===== src/rtl/serial_sub_pkg.sv =====
// Shared definitions for the bit-serial subtractor: FSM state encoding and
// the signed-overflow rule applied to the final result.
package serial_sub_pkg;

  typedef enum logic [1:0] {
    S_IDLE  = 2'd0,
    S_SHIFT = 2'd1,
    S_DONE  = 2'd2
  } state_t;

  // Overflow of a - b: operand signs differ and the result sign differs from a.
  function automatic logic sub_ovf(input logic a_msb, input logic b_msb, input logic d_msb);
    return (a_msb != b_msb) && (d_msb != a_msb);
  endfunction

endpackage


===== src/rtl/full_subtractor.sv =====
// One-bit full subtractor cell: diff = a - b - bin, with borrow out.
module full_subtractor (
  input  logic a,
  input  logic b,
  input  logic bin,
  output logic diff,
  output logic bout
);

  assign diff = a ^ b ^ bin;
  assign bout = (~a & b) | (~(a ^ b) & bin);

endmodule


===== src/rtl/serial_subtractor.sv =====
// Bit-serial a - b, LSB first, one bit per clock through a single
// full-subtractor cell; results are held until the next operation completes.
module serial_subtractor
  import serial_sub_pkg::*;
#(
  parameter int unsigned WIDTH = 8
) (
  input  logic             clk,
  input  logic             rst,
  input  logic             start_valid,
  output logic             start_ready,
  input  logic [WIDTH-1:0] a,
  input  logic [WIDTH-1:0] b,
  output logic [WIDTH-1:0] diff,
  output logic             borrow,
  output logic             ovf,
  output logic             done,
  output logic             busy
);

  localparam int unsigned CNT_W = (WIDTH > 1) ? $clog2(WIDTH) : 1;
  localparam int unsigned WRK_W = (WIDTH > 1) ? WIDTH - 1 : 1;
  localparam logic [CNT_W-1:0] LAST = CNT_W'(WIDTH - 1);

  if (WIDTH < 2) begin : g_width_check
    $error("serial_subtractor: WIDTH must be at least 2");
  end

  state_t             state;
  logic [WIDTH-1:0]   a_sr;
  logic [WIDTH-1:0]   b_sr;
  // Holds bits 0..WIDTH-2 of the result; the last bit comes straight from the cell.
  logic [WRK_W-1:0]   work;
  logic [CNT_W-1:0]   cnt;
  logic               bin_q;
  logic               a_msb;
  logic               b_msb;
  logic               cell_d;
  logic               cell_bout;
  logic               last_bit;

  full_subtractor u_cell (
    .a    (a_sr[0]),
    .b    (b_sr[0]),
    .bin  (bin_q),
    .diff (cell_d),
    .bout (cell_bout)
  );

  assign last_bit    = (cnt == LAST);
  assign start_ready = (state == S_IDLE);
  assign busy        = (state != S_IDLE);
  assign done        = (state == S_DONE);

  always_ff @(posedge clk) begin
    if (rst) begin
      state  <= S_IDLE;
      a_sr   <= '0;
      b_sr   <= '0;
      work   <= '0;
      cnt    <= '0;
      bin_q  <= 1'b0;
      a_msb  <= 1'b0;
      b_msb  <= 1'b0;
      diff   <= '0;
      borrow <= 1'b0;
      ovf    <= 1'b0;
    end else begin
      case (state)
        S_IDLE: begin
          if (start_valid) begin
            a_sr  <= a;
            b_sr  <= b;
            a_msb <= a[WIDTH-1];
            b_msb <= b[WIDTH-1];
            work  <= '0;
            cnt   <= '0;
            bin_q <= 1'b0;
            state <= S_SHIFT;
          end
        end
        S_SHIFT: begin
          a_sr  <= a_sr >> 1;
          b_sr  <= b_sr >> 1;
          work  <= WRK_W'({cell_d, work} >> 1);
          bin_q <= cell_bout;
          if (last_bit) begin
            diff   <= {cell_d, work};
            borrow <= cell_bout;
            ovf    <= sub_ovf(a_msb, b_msb, cell_d);
            state  <= S_DONE;
          end else begin
            cnt <= cnt + CNT_W'(1);
          end
        end
        S_DONE: begin
          state <= S_IDLE;
        end
        default: begin
          state <= S_IDLE;
        end
      endcase
    end
  end

endmodule


===== config.mk =====
export PLATFORM = sky130hd
export DESIGN_NAME = serial_subtractor
export DESIGN_NICKNAME = d
export VERILOG_FILES = /design/src/rtl/serial_sub_pkg.sv /design/src/rtl/full_subtractor.sv /design/src/rtl/serial_subtractor.sv
export SDC_FILE = /design/constraint.sdc
export NUM_CORES = 1
export LEC_CHECK = 0
export CELL_PAD_IN_SITES_DETAIL_PLACEMENT = 1
export CELL_PAD_IN_SITES_GLOBAL_PLACEMENT = 2
export CORE_MARGIN = 3
export CORE_UTILIZATION = 36
export CTS_BUF_LIST = sky130_fd_sc_hd__clkbuf_4
export CTS_CLUSTER_DIAMETER = 150
export DETAILED_ROUTE_END_ITERATION = 16
export GPL_TIMING_DRIVEN = 0
export PLACE_DENSITY_LB_ADDON = 0.1
export SETUP_SLACK_MARGIN = 0.5
export SLEW_MARGIN = 25
export SYNTH_ARGS = -nofsm -noshare
export SYNTH_HDL_FRONTEND = slang
export SYNTH_SLANG_ARGS = --single-unit

===== constraint.sdc =====
create_clock -name clk -period 2.6 [get_ports clk]
set_input_delay 0.52 -clock clk [delete_from_list [all_inputs] [get_ports clk]]
set_output_delay 0.52 -clock clk [all_outputs]
set_load 0.02 [all_outputs]

# Word level (Yosys, flattened, before mapping)
# Cells that the tools add are included.
# totals
in_bits	19
out_inout_bits	13
regBits	41
wordCells	50
# op_classes
bitwise	7
n_reduce_logical	9
n_mux	14
add_sub_neg	1
eq_ne	8
# ops
operator	count
8-bit case mux with 2 select lines	2
8-bit two-way mux	2
7-bit case mux with 2 select lines	1
2-bit AND reduction	4
7-bit two-way mux	1
3-bit two-way mux	2
2-bit != test (second input constant)	3
3-bit case mux with 2 select lines	1
2-bit two-way mux	2
2-bit case mux with 2 select lines	1
2-bit nonzero test	2
3-bit by 1-bit adder with 3-bit output (second input constant)	1
3-bit equality test (second input constant)	1
3-bit AND reduction	1
1-bit AND	2
2-bit by 1-bit equality test with 1-bit output (second input constant)	1
2-bit equality test (second input constant)	1
2-bit logical NOT	1
1-bit != test	2
1-bit inverter	2
1-bit case mux with 2 select lines	1
1-bit bitwise XOR	2
1-bit logical AND	1
1-bit two-way mux	1
1-bit bitwise OR	1

# Depth between registers and ports, before layout
# Gate-level depths: netlist of the first run.
# depth
depth_word	5
mapped_depth	7
depth_no_buf	5

# By module
# A second synthesis of the first run with hierarchy kept.
# hier_totals
hier_cells	187
hier_area_um2	1784.2
# modules_own_cells
mod	seq_area_each_um2	cells_per_inst	area_each_um2	n_inst
serial_subtractor	820.8	183	1752.9	1
full_subtractor	0.0	4	31.3	1

# Least setup slack after synthesis of the first run
# OpenSTA, ideal clock, no wires.
# synth_path
kind	register to output
from	register state[0]
to	output busy
path_stages_with_launch	5
required_ns	2.080
n_path_buf	2
t_arrival_ns	1.115
slack_ns	0.965
path_cell_list	dfxtp_1 buf_6 buf_6 nor2_1 inv_1
# synth_between
elab_chain_cells	1
# synth_rtl
element	line_no	rtl
start: declaration	serial_subtractor.sv:29	state_t state;
start signal: assignment	serial_subtractor.sv:57	state <= S_IDLE;
start signal: assignment	serial_subtractor.sv:79	state <= S_SHIFT;
start signal: assignment	serial_subtractor.sv:91	state <= S_DONE;
2-bit nonzero test	serial_subtractor.sv:52	assign busy = (state != S_IDLE);
end: declaration	serial_subtractor.sv:18	output logic busy
# No other way between the ends.

# Worst setup path after layout of the first run
# layout_path
from	register state[0]
to	output start_ready
# layout_between
elab_chain_cells	1
# layout_rtl
element	line_no	rtl
2-bit logical NOT	serial_subtractor.sv:51	assign start_ready = (state == S_IDLE);
end: declaration	serial_subtractor.sv:11	output logic start_ready,
# No other way between the ends.

==> flow_summary.toml, run 1 <==
[status]
status = "finished clean"

[yosys]
synth_cells = 189
synthFlopType = "dfxtp_1"
async_flop_share = 0
yosysTopAreaCell = "dfxtp_1"
syn-cell-area_um2 = 1830
ys_warn_count = 0
yosysUniqueCellTypes = 31
yosysSeqAreaShare = 0.449
ys_seq_elements = 41
postSynthAreaPerCell_um2 = 9.67
netlist_top_cells_count = "dfxtp_1, nor2_1, nand2_1, mux2i_1"
netlist.area_leader.share = 0.449
synthTopCellsByArea = "dfxtp_1, a211oi_2, mux2i_1"
synth_most_common_cell = "dfxtp_1"
synth_edf_count = 0
syn-num-nets = 211

[timing]
post-route-min-period_ns = 2.01
setup_viol = 0
fin_setup_tns_ns = 0
finalMaxSlewViolations = 0
tightest_slew_ns = 0.512
finClkSkew_ns = 0.0117
rsz0062_at_grt = "false"
max_slew_margin = 0.658
fmaxAchievable_ghz = 0.498
final-hold-violation-count = 0
post-route-period-util = 0.772

[worst_setup_path]
critical_path.max_stage_delay_ns = 0.35
cp-end-kind = "output port"
cp.buffers_inverters = 3
cp_slowest_cell = "dfxtp_1"
cpLargestDelayFamily = "buffers and inverters"
path_cells = "buf_6 -> buf_6 -> nor2_1 -> dlygate4sd2_1"
crit_arrival_ns = 1.49
required_ns = 2.08
cp-start-kind = "register"
critPathKind = "reg -> out"
cp_max_fo = 10
path_common_cell = "buf_6"

[global_routing]
grt_pass1_vias = 1582
grt_util_all_layers = 0.162
antenna_found_initial = 0
grt_pass1_wl_mm = 7.74
grt_max_degree = 15
grt-ovfl-total = 0

[clock_network]
cts_root_buf = "clkbuf_4"
clock-sinks = 41
htreeDepth = 2
cts_buffers = 5
insertion_delay_ns = 0.36
clk_pin_slew_ns = 0.13
post_cts_buffers = 0
tritoncts = "yes"
clock_path_buffers = 2

[pwr]
p_leak_nw = 0.853
p_per_area_nw_per_um2 = 522
peakVddDrop_v = 0.000347

[floorplan]
dieArea_um2 = 5970
die_w_um = 77.3
die_h_um = 77.3
rows = 25
num_io_pins = 32
coreArea_um2 = 4820
start_util = 0.379

[layout]
finish.instance_area_um2 = 2260
multi_input_area_um2 = 860
diodes = 0
fin_util = 0.470
drive_gt1_frac = 0.167
fillers = 580
syn_to_final_growth_pct = 23.9
area.sequential_um2 = 821
final_nets = 248

[detailed_routing]
routed_wl_mm = 4.34
vias = 1459
dr.pass1.iters = 4
wl_per_cell_um = 14.8
drc = 0
drt_iter0_markers = 83
ant_nets = 0
vias_per_cell = 4.96

[placement]
io_buffers = 30
hpwl_mm = 3.29
place.gp.congestion = 0.717
postPlaceCellArea_um2 = 2210

[min_path]
hp-class = "in -> reg"

[flow_run]
cap_violations = 0
cells by family after synthesis:
kind of cell,count (synthesis),share of synthesized area
buffers and inverters,21,0.0808
multiplexers,15,0.0821
flip-flops,41,0.449
AND/OR/NAND/NOR,65,0.168
AO/OA/AOI/OAI,44,0.195
adder cells (fa/ha/maj),3,0.0246
what timing repair did:
action                                 4_1_cts  5_1_grt
pin swaps                                    0        0
gates resized for setup                      3        2
setup endpoints to repair                    3        1
endpoints found under the hold margin        0        0
hold buffers                                 0        0
metal layers:
metal	track usage	routed length [µm]	vias to the layer above
met5	0	0	-
met4	0.0587	51	0
met3	0.0458	163	4
met2	0.271	2140	18
met1	0.198	1980	710
li1	-	-	727
area by class of cell:
cell class              instances  share of cell area
multi-input cells             127               0.380
flip-flops and latches         41               0.362
repair buffers                 30               0.129
plain buffers                  16              0.0569
well taps                      67              0.0370
clock buffers                   5              0.0166
clock inverters                 3             0.00994
inverters                       5             0.00829
flip-flops by register name, summed over array words and instances (netlist names):
name    cells
diff        8
bin_q       1
borrow      1
b_msb       1
a_sr        8
cnt         3
state       2
work        7
b_sr        8
a_msb       1
ovf         1
through the flow:
step / setup slack [ns] / std cells / hold WS [ns] / power, mW
after floorplan: 0.965 / 189 / 0.432 / 0.806
after global placement: 0.705 / 286 / 0.445 / 0.860
after detailed placement: 0.685 / 286 / 0.456 / 0.869
after CTS: 0.523 / 294 / 0.426 / 1.21
after global routing: 0.521 / 294 / 0.443 / 1.25
final: 0.592 / 294 / 0.449 / 1.18
report_power, final:
group | internal [mW] | switching, mW | total (mW) | leakage, nW
clock | 0.105 | 0.227 | 0.332 | 0.0234
sequential | 0.656 | 0.0167 | 0.672 | 0.335
combinational | 0.0875 | 0.0912 | 0.179 | 0.494
path summary, 6_finish.rpt:
kind	startpoint	end	slack [ns]	depth (start not counted)
setup reg to reg	cnt[0]	ovf	0.99	6
hold reg to reg	work[0]	diff[0]	0.47	2
hold / removal	rst	ovf	0.45	2
setup / recovery	state[0]	start_ready	0.59	4
layout by cell type (no fill, tap or decap):
master            n
nor3b_2           1
clkbuf_1          4
o21ba_1           1
nand2_1          21
clkdlybuf4s50_1  27
nor2b_1           3
dlygate4sd2_1     2
o21bai_1          1
a221oi_1          1
nor2_1           29
clkinvlp_4        3
buf_4             3
nand3b_4          1
a211oi_1          3
nor4b_1           1
fa_1              1
nand2b_1          2
dfxtp_1          41
mux2i_1          15
nand3_1           4
ha_1              2
a21oi_1          12
a21oi_2           1
buf_2             3
a31oi_1           3
and3b_4           1
a22oi_1           8
clkbuf_2          1
nor3_2            1
a211oi_2         12
buf_12            1
inv_1             5
clkbuf_4          5
buf_6             5
nor3_1            1
o21ai_0           2
(Power assumes the default switching activity.)
==> run 2: changes to the inputs <==
CORE_UTILIZATION = 33   (was 36)
clock period = 1.98 ns   (was 2.6 ns; I/O delays follow)
==> flow_summary.toml, run 2 (synthesis results as in run 1) <==
[layout]
final_common_cell = "dfxtp_1"
final_nets = 259
drive_gt1_frac = 0.294
area.sequential_um2 = 828
largestRegisters = "a_sr: 8 flops, b_sr: 8 flops, diff: 8 flops"
fin_util = 0.465
final_cell_mix = "dfxtp_1, nor2_1, nand2_1"
fillers = 600
multi_input_area_um2 = 906
syn_to_final_growth_pct = 33.2
diodes = 0

[worst_setup_path]
required_ns = 1.58
critical_path.max_stage_delay_ns = 0.35
reg2reg_depth = 5
path_common_cell = "buf_6"
cp_max_fo = 4
cp.depth = 5
cp-start-kind = "register"
cp.buffers_inverters = 4
crit_arrival_ns = 1.20
cp_slowest_cell = "dfxtp_2"
path_cells = "buf_6 -> buf_8 -> nor2_4 -> inv_1 -> buf_6"
cpLargestDelayFamily = "buffers and inverters"
critPathKind = "reg -> out"
cp-end-kind = "output port"

[floorplan]
start_util = 0.349
coreArea_um2 = 5240
dieArea_um2 = 6470
num_io_pins = 32
die_h_um = 80.4
rows = 26
die_w_um = 80.4

[pwr]
p_leak_nw = 0.974
p_per_area_nw_per_um2 = 656
peakVddDrop_v = 0.000310

[status]
status = "finished clean"

[timing]
setup_viol = 0
finClkSkew_ns = 0.00732
fin_setup_tns_ns = 0
fmaxAchievable_ghz = 0.626
post-route-min-period_ns = 1.60
final-hold-violation-count = 0
finalMaxSlewViolations = 0
post-route-period-util = 0.806
rsz0062_at_grt = "true"
max_slew_margin = 0.599
tightest_slew_ns = 0.601

[detailed_routing]
vias = 1525
wl_per_cell_um = 15.4
routed_wl_mm = 4.73
ant_nets = 0
dr.pass1.iters = 4
vias_per_cell = 4.95
drc = 0
drt_iter0_markers = 53

[global_routing]
grt-ovfl-total = 0
grt_util_all_layers = 0.160
grt_pass1_wl_mm = 7.93
grt_pass1_vias = 1632
antenna_found_initial = 0
grt_max_degree = 12

[clock_network]
htreeDepth = 2
cts_root_buf = "clkbuf_4"
postCtsHoldBufs = 0
clock_path_buffers = 2
tritoncts = "yes"
clk_pin_slew_ns = 0.12
cts_buffers = 5
clock-sinks = 41
insertion_delay_ns = 0.35

[placement]
io_buffers = 30
hpwl_mm = 3.24
place.gp.congestion = 0.734

[flow_run]
cap_violations = 0

[min_path]
hp-class = "in -> reg"
whs_path_depth = 2
## run 2: layout make-up
cell class                 instances  share of cell area
multi-input combinational        127               0.372
tap                               70              0.0360
timing repair buffer              41               0.159
clock buffer                       8              0.0247
sequential                        41               0.340
inverter                           5             0.00771
buffer                            16              0.0601
## run 2: report_power, final
part           switching [mW]  total (mW)  internal, mW
Clock                   0.263       0.446         0.183
Combinational           0.131       0.268         0.137
Sequential             0.0221       0.884         0.862
Total                   0.416        1.60          1.18
## run 2: final timing paths
kind | start | slack, ns | end
setup reg to reg | bin_q | 0.50 | ovf
hold / removal | rst | 0.32 | ovf
hold reg to reg | diff[6] | 0.46 | diff[6]
setup / recovery | state[0] | 0.38 | busy
## run 2: per-layer routing
metal / vias to the layer above / part of all wire / GRT usage
li1: 748 / - / -
met1: 744 / 0.43 / 0.189
met2: 24 / 0.52 / 0.278
met3: 9 / 0.036 / 0.0437
met4: 0 / 0.016 / 0.0507
met5: - / 0 / 0
## run 2: worst reg2reg max path, stage by stage (launching register included)
cell and delay, ns:
dfxtp_2 0.36, inv_2 0.04, fa_2 0.60, nor2_2 0.04, a221oi_2 0.25, nor3_2 0.07
## run 2: what timing repair did
item	4_1_cts	5_1_grt
resized for setup	36	23
gates cloned	0	1
pin swaps	4	6
endpoints found under the setup margin	23	21
buffers inserted	6	4
hold endpoints to repair	0	0
## run 2: through the flow
stage                     power (mW)  hold slack (ns)  instance area, µm²  setup WS (ns)  instances
after floorplan                 1.06            0.432                1830          0.527        189
after global placement          1.13            0.444                2220          0.202        289
after detailed placement        1.14            0.450                2220          0.166        289
after CTS                       1.61            0.310                2330          0.357        303
after global routing            1.69            0.335                2430          0.332        308
final                           1.60            0.322                2430          0.384        308
